--- config.mk ---
export PLATFORM = sky130hd
export DESIGN_NAME = regfile_dump_reader
export DESIGN_NICKNAME = d
export VERILOG_FILES = /design/src/rtl/regfile_dbg_pkg.sv /design/src/rtl/regfile_dump_reader.sv
export SDC_FILE = /design/constraint.sdc
export NUM_CORES = 1
export LEC_CHECK = 0
export BUFFER_PORTS_ARGS = -buffer_cell sky130_fd_sc_hd__buf_4
export CAP_MARGIN = 20
export CORE_ASPECT_RATIO = 0.7
export CORE_UTILIZATION = 41
export DETAILED_ROUTE_END_ITERATION = 12
export PLACE_DENSITY_LB_ADDON = 0.05
export SYNTH_ARGS = -nofsm -noshare
export SYNTH_HDL_FRONTEND = slang
export SYNTH_SLANG_ARGS = --single-unit
export TNS_END_PERCENT = 10
--- constraint.sdc ---
create_clock -name CLK -period 1.6 [get_ports CLK]
set_input_delay 0.32 -clock CLK [delete_from_list [all_inputs] [get_ports CLK]]
set_output_delay 0.32 -clock CLK [all_outputs]
set_load 0.05 [all_outputs]
--- src/rtl/regfile_dbg_pkg.sv ---
// Shared types and defaults for the register-bank debug dump reader.
// The state encoding is fixed at 2 bits so trace tooling can decode it.
package regfile_dbg_pkg;

  typedef enum logic [1:0] {
    IDLE   = 2'd0,
    READ   = 2'd1,
    SEND   = 2'd2,
    FINISH = 2'd3
  } state_t;

  localparam int REG_COUNT      = 32;
  localparam int DEF_ADDR_WIDTH = 5;
  localparam int DEF_DATA_WIDTH = 32;

endpackage

--- src/rtl/regfile_dump_reader.sv ---
// Walks a register-bank read port over FIRST_REG..LAST_REG and streams
// {address, data} beats out on a valid/ready channel for debug/trace.
module regfile_dump_reader
  import regfile_dbg_pkg::*;
#(
  parameter int DATA_WIDTH = DEF_DATA_WIDTH,
  parameter int ADDR_WIDTH = DEF_ADDR_WIDTH,
  parameter int FIRST_REG  = 0,
  parameter int LAST_REG   = REG_COUNT - 1
) (
  input  logic                  CLK,
  input  logic                  RST,
  input  logic                  START,
  input  logic                  ABORT,
  output logic [ADDR_WIDTH-1:0] RA,
  input  logic [DATA_WIDTH-1:0] RD,
  output logic                  OUT_VALID,
  input  logic                  OUT_READY,
  output logic [ADDR_WIDTH-1:0] OUT_ADDR,
  output logic [DATA_WIDTH-1:0] OUT_DATA,
  output logic                  BUSY,
  output logic                  DONE
);

  localparam logic [ADDR_WIDTH-1:0] LP_FIRST = ADDR_WIDTH'(FIRST_REG);
  localparam logic [ADDR_WIDTH-1:0] LP_LAST  = ADDR_WIDTH'(LAST_REG);
  localparam logic [ADDR_WIDTH-1:0] LP_ONE   = ADDR_WIDTH'(1);

  state_t                  r_state;
  state_t                  w_state_nxt;
  logic [ADDR_WIDTH-1:0]   r_cnt;
  logic [ADDR_WIDTH-1:0]   w_cnt_nxt;
  logic [ADDR_WIDTH-1:0]   r_out_addr;
  logic [DATA_WIDTH-1:0]   r_out_data;
  logic                    w_cap;
  logic                    w_busy;

  always_ff @(posedge CLK) begin
    if (RST) begin
      r_state    <= IDLE;
      r_cnt      <= LP_FIRST;
      r_out_addr <= '0;
      r_out_data <= '0;
    end else begin
      r_state <= w_state_nxt;
      r_cnt   <= w_cnt_nxt;
      if (w_cap) begin
        r_out_addr <= r_cnt;
        r_out_data <= RD;
      end
    end
  end

  // Last-register test happens before the increment, so r_cnt never wraps.
  always_comb begin
    w_state_nxt = r_state;
    w_cnt_nxt   = r_cnt;
    w_cap       = 1'b0;
    unique case (r_state)
      IDLE: begin
        if (START) begin
          w_state_nxt = READ;
          w_cnt_nxt   = LP_FIRST;
        end
      end
      READ: begin
        if (ABORT) begin
          w_state_nxt = IDLE;
        end else begin
          w_cap       = 1'b1;
          w_state_nxt = SEND;
        end
      end
      SEND: begin
        if (ABORT) begin
          w_state_nxt = IDLE;
        end else if (OUT_READY) begin
          if (r_cnt == LP_LAST) begin
            w_state_nxt = FINISH;
          end else begin
            w_cnt_nxt   = r_cnt + LP_ONE;
            w_state_nxt = READ;
          end
        end
      end
      FINISH: begin
        w_state_nxt = IDLE;
      end
      default: begin
        w_state_nxt = IDLE;
      end
    endcase
  end

  assign w_busy    = (r_state == READ) || (r_state == SEND);
  assign BUSY      = w_busy;
  assign RA        = w_busy ? r_cnt : '0;
  assign OUT_VALID = (r_state == SEND);
  assign OUT_ADDR  = r_out_addr;
  assign OUT_DATA  = r_out_data;
  assign DONE      = (r_state == FINISH);

endmodule

# Word level (Yosys, flattened, before mapping)
# Index checks and enable logic that the tools add are counted.
word_totals:
  regBits: 44
  inputBits: 37
  output_inout_bits: 45
  elab_cells: 33
classes:
  addsub: 1
  eq_ne: 9
  muxes: 14
  reduce_logical: 5
op_table:
  columns: ["op", "n"]
  rows:
  - ["$mux 5", 5]
  - ["$mux 2", 5]
  - ["$pmux 5 s2", 1]
  - ["$pmux 2 s4", 1]
  - ["$ne 2x2->1 const B", 3]
  - ["$add 5x1->5 const B", 1]
  - ["$eq 5x5->1 const B", 1]
  - ["$reduce_and 5->1", 1]
  - ["$eq 2x2->1 const B", 2]
  - ["$ne 3x2->1 const B", 1]
  - ["$eq 2x1->1 const B", 1]
  - ["$logic_not 2->1", 1]
  - ["$mux 1", 2]
  - ["$ne 2x1->1 const B", 1]
  - ["$reduce_and 2->1", 1]
  - ["$reduce_bool 2->1", 1]
  - ["$logic_or 1x1->1", 1]

# Depth between registers and ports, before layout
# Gate-level depths: netlist of run 1.
logic_depth:
  depth_word: 5
  depth_mapped: 7
  depth_no_buf: 6

# Least setup slack after synthesis of run 1
# No wires, ideal clock.
synth_timing:
  path_type: "register -> output"
  from: "register r_state[0]"
  to: "output port RA[0]"
  arrival_ns: 1.534
  t_required_ns: 1.280
  setup_slack_ns: -0.254
  stages_incl_launch_ff: 4
  path_buffers: 0
  path_cell_list: "dfxtp_1 -> inv_1 -> ha_1 -> and2_1"
synth_between:
  elab_chain_len: 3
  word_cells_on_any_way: 4
  cone_classes: "2 x eq/ne; 1 x mux; 1 x reduce/logical"
synth_lines:
  columns: ["item", "line", "text"]
  rows:
  - ["start: declaration", "regfile_dump_reader.sv:29", "state_t r_state;"]
  - ["start signal: assignment", "regfile_dump_reader.sv:45", "r_state <= w_state_nxt;"]
  - ["$eq 2x1->1 / $eq 2x2->1 (equally long branches)", "regfile_dump_reader.sv:95", "assign w_busy = (r_state == READ) || (r_state == SEND);"]
  - ["$logic_or 1x1->1 *", "regfile_dump_reader.sv:95", null]
  - ["net BUSY", "regfile_dump_reader.sv:21", "output logic BUSY,"]
  - ["$mux 5 *", "regfile_dump_reader.sv:97", "assign RA = w_busy ? r_cnt : '0;"]
  - ["end: declaration", "regfile_dump_reader.sv:15", "output logic [ADDR_WIDTH-1:0] RA,"]
# The timed path passes the listed nets; every way through them passes the cells marked *.

# Worst setup path after layout of run 1
layout_timing:
  from: "register r_cnt[1]"
  to: "register r_cnt[2]"
layout_between:
  elab_chain_len: 5
  word_cells_on_any_way: 8
  cone_classes: "1 x add/sub; 2 x eq/ne; 4 x mux; 1 x reduce/logical"
layout_lines:
  columns: ["item", "line", "text"]
  rows:
  - ["start: declaration", "regfile_dump_reader.sv:31", "logic [ADDR_WIDTH-1:0] r_cnt;"]
  - ["start signal: assignment", "regfile_dump_reader.sv:46", "r_cnt <= w_cnt_nxt;"]
  - ["$add 5x1->5", "regfile_dump_reader.sv:81", "w_cnt_nxt = r_cnt + LP_ONE;"]
  - ["$mux 5", "regfile_dump_reader.sv:78", "if (r_cnt == LP_LAST) begin"]
  - ["$mux 5", "regfile_dump_reader.sv:77", "end else if (OUT_READY) begin"]
  - ["$mux 5", "regfile_dump_reader.sv:75", "if (ABORT) begin"]
  - ["$pmux 5 s2", "regfile_dump_reader.sv:59", "unique case (r_state)"]
# Parallel ways exist; a longest one is shown, timed or not. The select of a mux whose other input is x is not followed.
# A chain may end at the register's enable or synchronous reset.

==> results of run 1 <==
[cells in the final DEF (no fill, tap or decap), drive strengths merged]
master	count
nand2	75
mux2	1
o221ai	1
inv	5
nor2	2
and3	1
ha	7
nand4b	1
clkbuf	7
and4bb	1
buf	95
o21a	1
a21o	2
a311oi	1
clkinvlp	1
and2b	2
nand2b	6
or3b	1
nand3	2
nand4	1
or3	1
a21oi	42
a211oi	1
dfxtp	44
and2	5
o32ai	2
[logic make-up after synthesis]
logic type,synth area share (%)
AOI/OAI and AO/OA,16.2
adders and majority gates,4.88
buffers and inverters,4.81
DFF,49.1
muxes,0.627
and+or+nand+nor,24.4
[layer usage]
metal / GRT usage, % / vias up / wire, um
li1: - / 893 / -
met1: 22.9 / 784 / 1950
met2: 32.7 / 48 / 1960
met3: 7.52 / 4 / 347
met4: 5.36 / 0 / 25
met5: 0 / - / 0
[sequential cells by signal, summed over array words and instances (netlist names)]
signal / flops
r_state: 2
OUT_ADDR: 5
OUT_DATA: 32
r_cnt: 5
[layout make-up]
class                      instances  area [um^2]
timing repair buffer              95          776
clock buffer                       7         86.3
inverter                           5         23.8
multi-input combinational        156          918
sequential                        44          886
fill                             344         1300
clock inverter                     1         7.51
tap                               52         65.1
[worst register-to-register path, cell delays in order (launching register included)]
cell,delay [ps]
sky130_fd_sc_hd__dfxtp_2,340
sky130_fd_sc_hd__ha_4,150
sky130_fd_sc_hd__and3_4,150
sky130_fd_sc_hd__ha_4,150
sky130_fd_sc_hd__and4bb_4,320
sky130_fd_sc_hd__nand3_2,70
sky130_fd_sc_hd__mux2_4,310
[metrics by stage]
stage	TNS (ps)	total power [mW]
3_3_place_gp	-65.7	1.71
5_1_grt	-226	2.54
3_5_place_dp	-183	1.71
4_1_cts	-84.4	2.45
2_1_floorplan	-784	1.52
6_report	0	2.42
[how the worst min path moves through the flow]
stage,end,slack [ps],depth (start not counted)
finish,OUT_DATA[2],270,3
global route,OUT_DATA[6],260,3
CTS,OUT_DATA[5],260,3
detailed placement,OUT_DATA[5],450,2
global placement,OUT_DATA[26],440,2
floorplan,OUT_DATA[13],460,2
[timing repair]
action | CTS | global route
gates resized for setup | 21 | 14
endpoints found under the setup margin | 11 | 10
pin swaps | 5 | 7
setup buffers | 3 | 1
hold buffers | 0 | 0
[power breakdown]
group / switching (mW) / leakage, nW / internal [mW]
Combinational: 0.336 / 0.770 / 0.203
Clock: 0.367 / 0.0445 / 0.351
Sequential: 0.0237 / 0.359 / 1.14
==> summary.md, run 1 <==
## Critical path
- **startpoint kind of the worst setup timing path** flop
- **Worst Setup SP** r_cnt[1]
- **logic depth of the worst register-to-register path** 6
- **Critical Path Slowest Stage Cell** sky130_fd_sc_hd__dfxtp_2
- **crit end category** flop
- **highest cell delay on the worst timing path** 340 ps
- **crit path buf inv count** 0
- **Worst R2R End** r_cnt[2]
- **source of the worst register-to-register timing path** r_cnt[1]
- **cell chain of the critical path** ha_4, and3_4, ha_4, and4bb_4, nand3_2, mux2_4
- **Critical Path AT** 1780 ps
- **worst path required time** 1780 ps
- **Crit Path Category** reg2reg
- **CP Max Fanout** 3
- **critical path's most frequent cell** sky130_fd_sc_hd__ha_4
- **Crit path max-delay family** simple AND/OR/NAND/NOR gates
- **Crit. path cell count** 6
- **Worst R2R Setup Slack** 7 ps
- **critical path endpoint** r_cnt[2]

## Placement
- **worst setup timing slack at the placement stage** -68.6 ps
- **Cell Count Post-Placement** 348
- **final estimated routing congestion in global placement** 0.780
- **port bufs** 81
- **half-perimeter wire length of the detailed placement result** 2890 um
- **Area after DPL** 0.00251 mm^2

## Floorplanning
- **I/O Pins** 82
- **area of the placeable core** 0.00407 mm^2
- **Site Rows** 19
- **die extent in x** 81.1 um
- **die height** 57.4 um
- **initial cell density of the core** 44.2%
- **die outline area** 0.00465 mm^2

## Yosys
- **Synth warnings** 0
- **proportion of netlist area held by the largest area contributor** 49.1%
- **number of nets produced by synthesis** 263
- **post-synthesis sequential element count** 44
- **cell type with the highest aggregate area in the netlist** sky130_fd_sc_hd__dfxtp_1
- **most frequent cells after synthesis** sky130_fd_sc_hd__nand2_1 (75), sky130_fd_sc_hd__dfxtp_1 (44), sky130_fd_sc_hd__a21oi_1 (41)
- **Gate Count Post-Synth** 219
- **sequential fraction of the synthesis area** 49.1%
- **leading register cell type out of synthesis** sky130_fd_sc_hd__dfxtp_1
- **Mapped Area** 0.00180 mm^2
- **async set-reset flop share out of synthesis** 0%
- **most common cell in the synthesized netlist** sky130_fd_sc_hd__nand2_1
- **synthesized area per cell** 8.20 um^2
- **largest cells by area after synthesis** sky130_fd_sc_hd__dfxtp_1 (49%), sky130_fd_sc_hd__nand2_1 (16%), sky130_fd_sc_hd__a21oi_1 (11%)
- **number of synthesized flops with an enable pin** 0
- **Netlist cell types** 27

## Detailed routing
- **number of nets still failing antenna checks after routing** 0
- **average routed wire per standard cell** 11.9 um
- **number of vias per cell** 4.80
- **Via Count** 1729
- **wirelength, routed** 4280 um
- **first drt pass iteration count** 4
- **DRC errors left** 0
- **initial drt markers** 70

## Pwr
- **power per cell area** 877 mW/mm^2
- **cell leakage power** 1.17 nW
- **VDD IR-drop max** 0.730 mV

## Global route
- **GRT Util Overall** 19.4%
- **largest net degree at the start of global routing** 38
- **GR Overflow Total** 0
- **global-route wire length before repair** 6910 um
- **initial antenna violation count** 0
- **via count of the first global-routing pass** 1594

## CTS
- **maximum clock path buffer count** 2
- **clock-pin transition on the worst setup and hold timing paths** 80 ps
- **clock network latency to the later pin of the worst-skew pair** 290 ps
- **CTS buffer count** 5
- **sinks on the clock net** 44
- **H-tree levels** 2
- **clk root buf** sky130_fd_sc_hd__clkbuf_8
- **clock tree from TritonCTS** done

## Finish
- **Design Area, Final** 0.00276 mm^2
- **area growth from synthesis to final layout** 53.9%
- **Util after Layout** 68.0%
- **layout cells sized above 1** 41.9%
- **Layout Cells excl Fill** 360
- **total number of nets in the final design** 351
- **antenna cells** 0

## Timing
- **setup repair after global routing missed its margin** true
- **Final Max Tran Viols** 0
- **top achievable clock speed** 0.628 GHz
- **total setup violations reported at the end of the flow** 0
- **clock period minus worst slack** 1590 ps
- **final setup margin** 6.77 ps
- **final worst-path cycle share** 99.6%
- **Clock Skew** 2.20 ps
- **worst-case headroom to the max-slew limit** 74.8%
- **endpoints failing hold** 0
- **worst hold slack** 267 ps
- **Tightest Pin Transition** 377 ps

## Run
- **max_cap viols** 0

## Worst hold path
- **worst min-delay path startpoint** RD[2]
- **path class of the lowest-slack min-delay path** in2reg

## Run status
- **result of the run** finished, final reports clean

Power figures use the tool's default switching activity.
==> run 2: changes to the inputs <==
--- a/config.mk
+++ b/config.mk
@@ -10,7 +10,8 @@
 export CORE_ASPECT_RATIO = 0.7
 export CORE_UTILIZATION = 41
 export DETAILED_ROUTE_END_ITERATION = 12
-export PLACE_DENSITY_LB_ADDON = 0.05
+export PLACE_DENSITY = 0.79
+export RECOVER_POWER = 50
 export SYNTH_ARGS = -nofsm -noshare
 export SYNTH_HDL_FRONTEND = slang
 export SYNTH_SLANG_ARGS = --single-unit
==> run 2 against run 1 <==
  * Clock power grew 23%
  * Clock skew is 4.1 ps higher
  * Worst hold slack better by 1.8 ps
  * Sequential power hardly changed
  * Largest cell class unchanged
  * Via count grew 0.69%
  * Cell count shrank 0.28%
  * Critical path depth rose by 1
  * The run now ends with setup timing left
==> summary.md, run 2 (same netlist as run 1, synthesis figures left out) <==
## Detailed routing
- **initial drt markers** 57, -19%
- **average routed wire per standard cell** 12.3 um, +3.6%
- **number of nets still failing antenna checks after routing** 0, unchanged
- **Via Count** 1741, +0.69%
- **first drt pass iteration count** 4, unchanged
- **wirelength, routed** 4420 um, +3.3%
- **DRC errors left** 0, unchanged
- **number of vias per cell** 4.85, +0.97%

## Critical path
- **CP Max Fanout** 3, unchanged
- **logic depth of the worst register-to-register path** 7, +1
- **crit path buf inv count** 1, +1
- **Worst R2R End** r_cnt[3]
- **highest cell delay on the worst timing path** 340 ps, about the same
- **startpoint kind of the worst setup timing path** flop
- **source of the worst register-to-register timing path** r_cnt[0]
- **crit end category** flop
- **critical path's most frequent cell** sky130_fd_sc_hd__ha_4
- **Crit path max-delay family** simple AND/OR/NAND/NOR gates
- **worst path required time** 1810 ps, +30 ps
- **Crit Path Category** reg2reg
- **Worst R2R Setup Slack** -40 ps, -50 ps
- **Critical Path Slowest Stage Cell** sky130_fd_sc_hd__dfxtp_2
- **Critical Path AT** 1850 ps, +70 ps
- **cell chain of the critical path** ha_4, and3_4, ha_4, and4bb_4, buf_4, nand2_1, o221ai_1

## Run status
- **violated checks** setup timing
- **result of the run** complete, but fails checks

## Timing
- **Final Max Tran Viols** 0, unchanged
- **top achievable clock speed** 0.608 GHz, -3.1%
- **Clock Skew** 6.31 ps, +4.11 ps
- **worst-case headroom to the max-slew limit** 59.7%, -15 points
- **Tightest Pin Transition** 607 ps, +230 ps
- **total setup violations reported at the end of the flow** 8, +8
- **final worst-path cycle share** 103%, +3.2 points
- **final setup TNS** -240 ps, -240 ps
- **clock period minus worst slack** 1640 ps, +51.1 ps
- **final setup margin** -44.4 ps, -51.1 ps
- **setup repair after global routing missed its margin** true
- **endpoints failing hold** 0, unchanged

## CTS
- **clock-pin transition on the worst setup and hold timing paths** 80 ps, about the same
- **maximum clock path buffer count** 2, unchanged
- **clock network latency to the later pin of the worst-skew pair** 290 ps, about the same
- **clk root buf** sky130_fd_sc_hd__clkbuf_8
- **sinks on the clock net** 44, unchanged
- **clock tree from TritonCTS** done
- **CTS buffer count** 5, unchanged
- **quantity of hold-fixing buffers added after cts** 0, unchanged
- **H-tree levels** 2, unchanged

## Pwr
- **portion of total power attributed to the clock network** 34.7%, +5.1 points
- **share of total power consumed by net switching** 28.6%, -1.4 points
- **VDD IR-drop max** 0.760 mV, +4.1%
- **internal power** 1.81 mW, +6.9%
- **part of the total power dissipated in combinational logic** 19.4%, -2.9 points
- **share of total power in sequential cells** 45.9%, -2.2 points
- **net switching power** 725 uW, -0.28%
- **power per cell area** 978 mW/mm^2, +11%
- **sum of internal, switching and leakage power** 2.54 mW, +4.7%
- **cell leakage power** 1.06 nW, -10%

## Finish
- **layout cells sized above 1** 32.9%, -9.0 points
- **flip-flop count of the largest register, all copies and words added** 32, unchanged
- **FF+latch area** 886 um^2, unchanged
- **Fill cells** 383, +11%
- **area growth from synthesis to final layout** 44.5%
- **commonest non-fill, non-tap cell in the layout** sky130_fd_sc_hd__nand2_1
- **multi-input combinational cell area** 891 um^2, -3.0%
- **antenna cells** 0, unchanged
- **most frequent cells in the layout** sky130_fd_sc_hd__nand2_1 (75), sky130_fd_sc_hd__buf_4 (51), sky130_fd_sc_hd__a21oi_1 (41)
- **total number of nets in the final design** 350, -0.28%

## Worst hold path
- **sink of the worst hold path** OUT_DATA[19]
- **worst min-delay path startpoint** RD[19]
- **path class of the lowest-slack min-delay path** in2reg
- **cell depth of the worst hold path** 3, unchanged

## Floorplanning
- **die height** 57.4 um, unchanged
- **die extent in x** 81.1 um, unchanged
- **area of the placeable core** 0.00407 mm^2, unchanged
- **Site Rows** 19, unchanged
- **initial cell density of the core** 44.2%, unchanged
- **I/O Pins** 82, unchanged
- **die outline area** 0.00465 mm^2, unchanged

## Global route
- **via count of the first global-routing pass** 1643, +3.1%
- **grt met1 use** 23.6%, +0.71 points
- **grt peak-use layer** met2
- **global-route wire length before repair** 7080 um, +2.5%
- **met3 Usage GRT** 6.56%, -0.96 points
- **GRT Util Overall** 19.4%, +0.049 points
- **largest net degree at the start of global routing** 32, -16%
- **met2 Resource Use GR** 34.1%, +1.4 points
- **GR Overflow Total** 0, unchanged
- **initial antenna violation count** 0, unchanged

## Run
- **max_cap viols** 0, unchanged

## Placement
- **half-perimeter wire length of the detailed placement result** 3170 um, +9.9%
- **final estimated routing congestion in global placement** 0.782, +0.29%
- **port bufs** 81, unchanged

## run 2: what timing repair did
action	4_1_cts	5_1_grt
setup buffers	2	0
gates resized for setup	21	5
setup endpoints to repair	9	10
pin swaps	5	3
## run 2: worst max path at each step
stage,depth (start not counted),slack (ps),startpoint,end
final,7,-40,r_cnt[0],r_cnt[3]
after CTS,6,-60,r_cnt[1],r_cnt[2]
after global routing,6,-90,r_cnt[1],r_cnt[2]
after global placement,6,-60,r_cnt[0],r_cnt[2]
after detailed placement,6,-90,r_cnt[0],r_cnt[2]
after floorplan,3,-140,r_state[0],RA[0]
## run 2: worst min-delay path, stage by stage
cell                      delay [ps]
sky130_fd_sc_hd__buf_4           110
sky130_fd_sc_hd__nand2_1          40
sky130_fd_sc_hd__a21oi_1          50
## run 2: layout make-up
cell class | count | share of cell area (%)
Clock buffer | 6 | 3.18
Timing Repair Buffer | 94 | 23.5
Sequential cell | 44 | 34.1
Inverter | 5 | 0.820
Clock inverter | 2 | 1.49
Multi-Input combinational cell | 156 | 34.3
Tap cell | 52 | 2.51
## run 2: power groups by stage
stage / Combinational, mW / Sequential (mW) / Clock [mW]
final: 0.492 / 1.16 / 0.880
after floorplan: 0.182 / 1.34 / 0
after global routing: 0.533 / 1.17 / 0.942
after detailed placement: 0.518 / 1.19 / 0
after global placement: 0.511 / 1.19 / 0
after CTS: 0.528 / 1.17 / 0.906
## run 2: routing by layer
metal,vias up,part of all wire (%)
met4,0,0.23
met3,2,7.6
met5,-,0
met1,785,47
met2,57,45
li1,897,-
## run 2: per-stage QoR
stage / cells / cell area [um^2] / setup WS [ps] / util, % / hold WS, ps
after global placement: 349 / 2490 / -65.0 / 61.3 / 443
after CTS: 359 / 2710 / -57.0 / 66.6 / 260
after global routing: 359 / 2590 / -86.8 / 63.8 / 262
after floorplan: 219 / 1800 / -144 / - / 456
after detailed placement: 349 / 2490 / -90.3 / 61.3 / 447
final: 359 / 2590 / -44.4 / 63.8 / 269
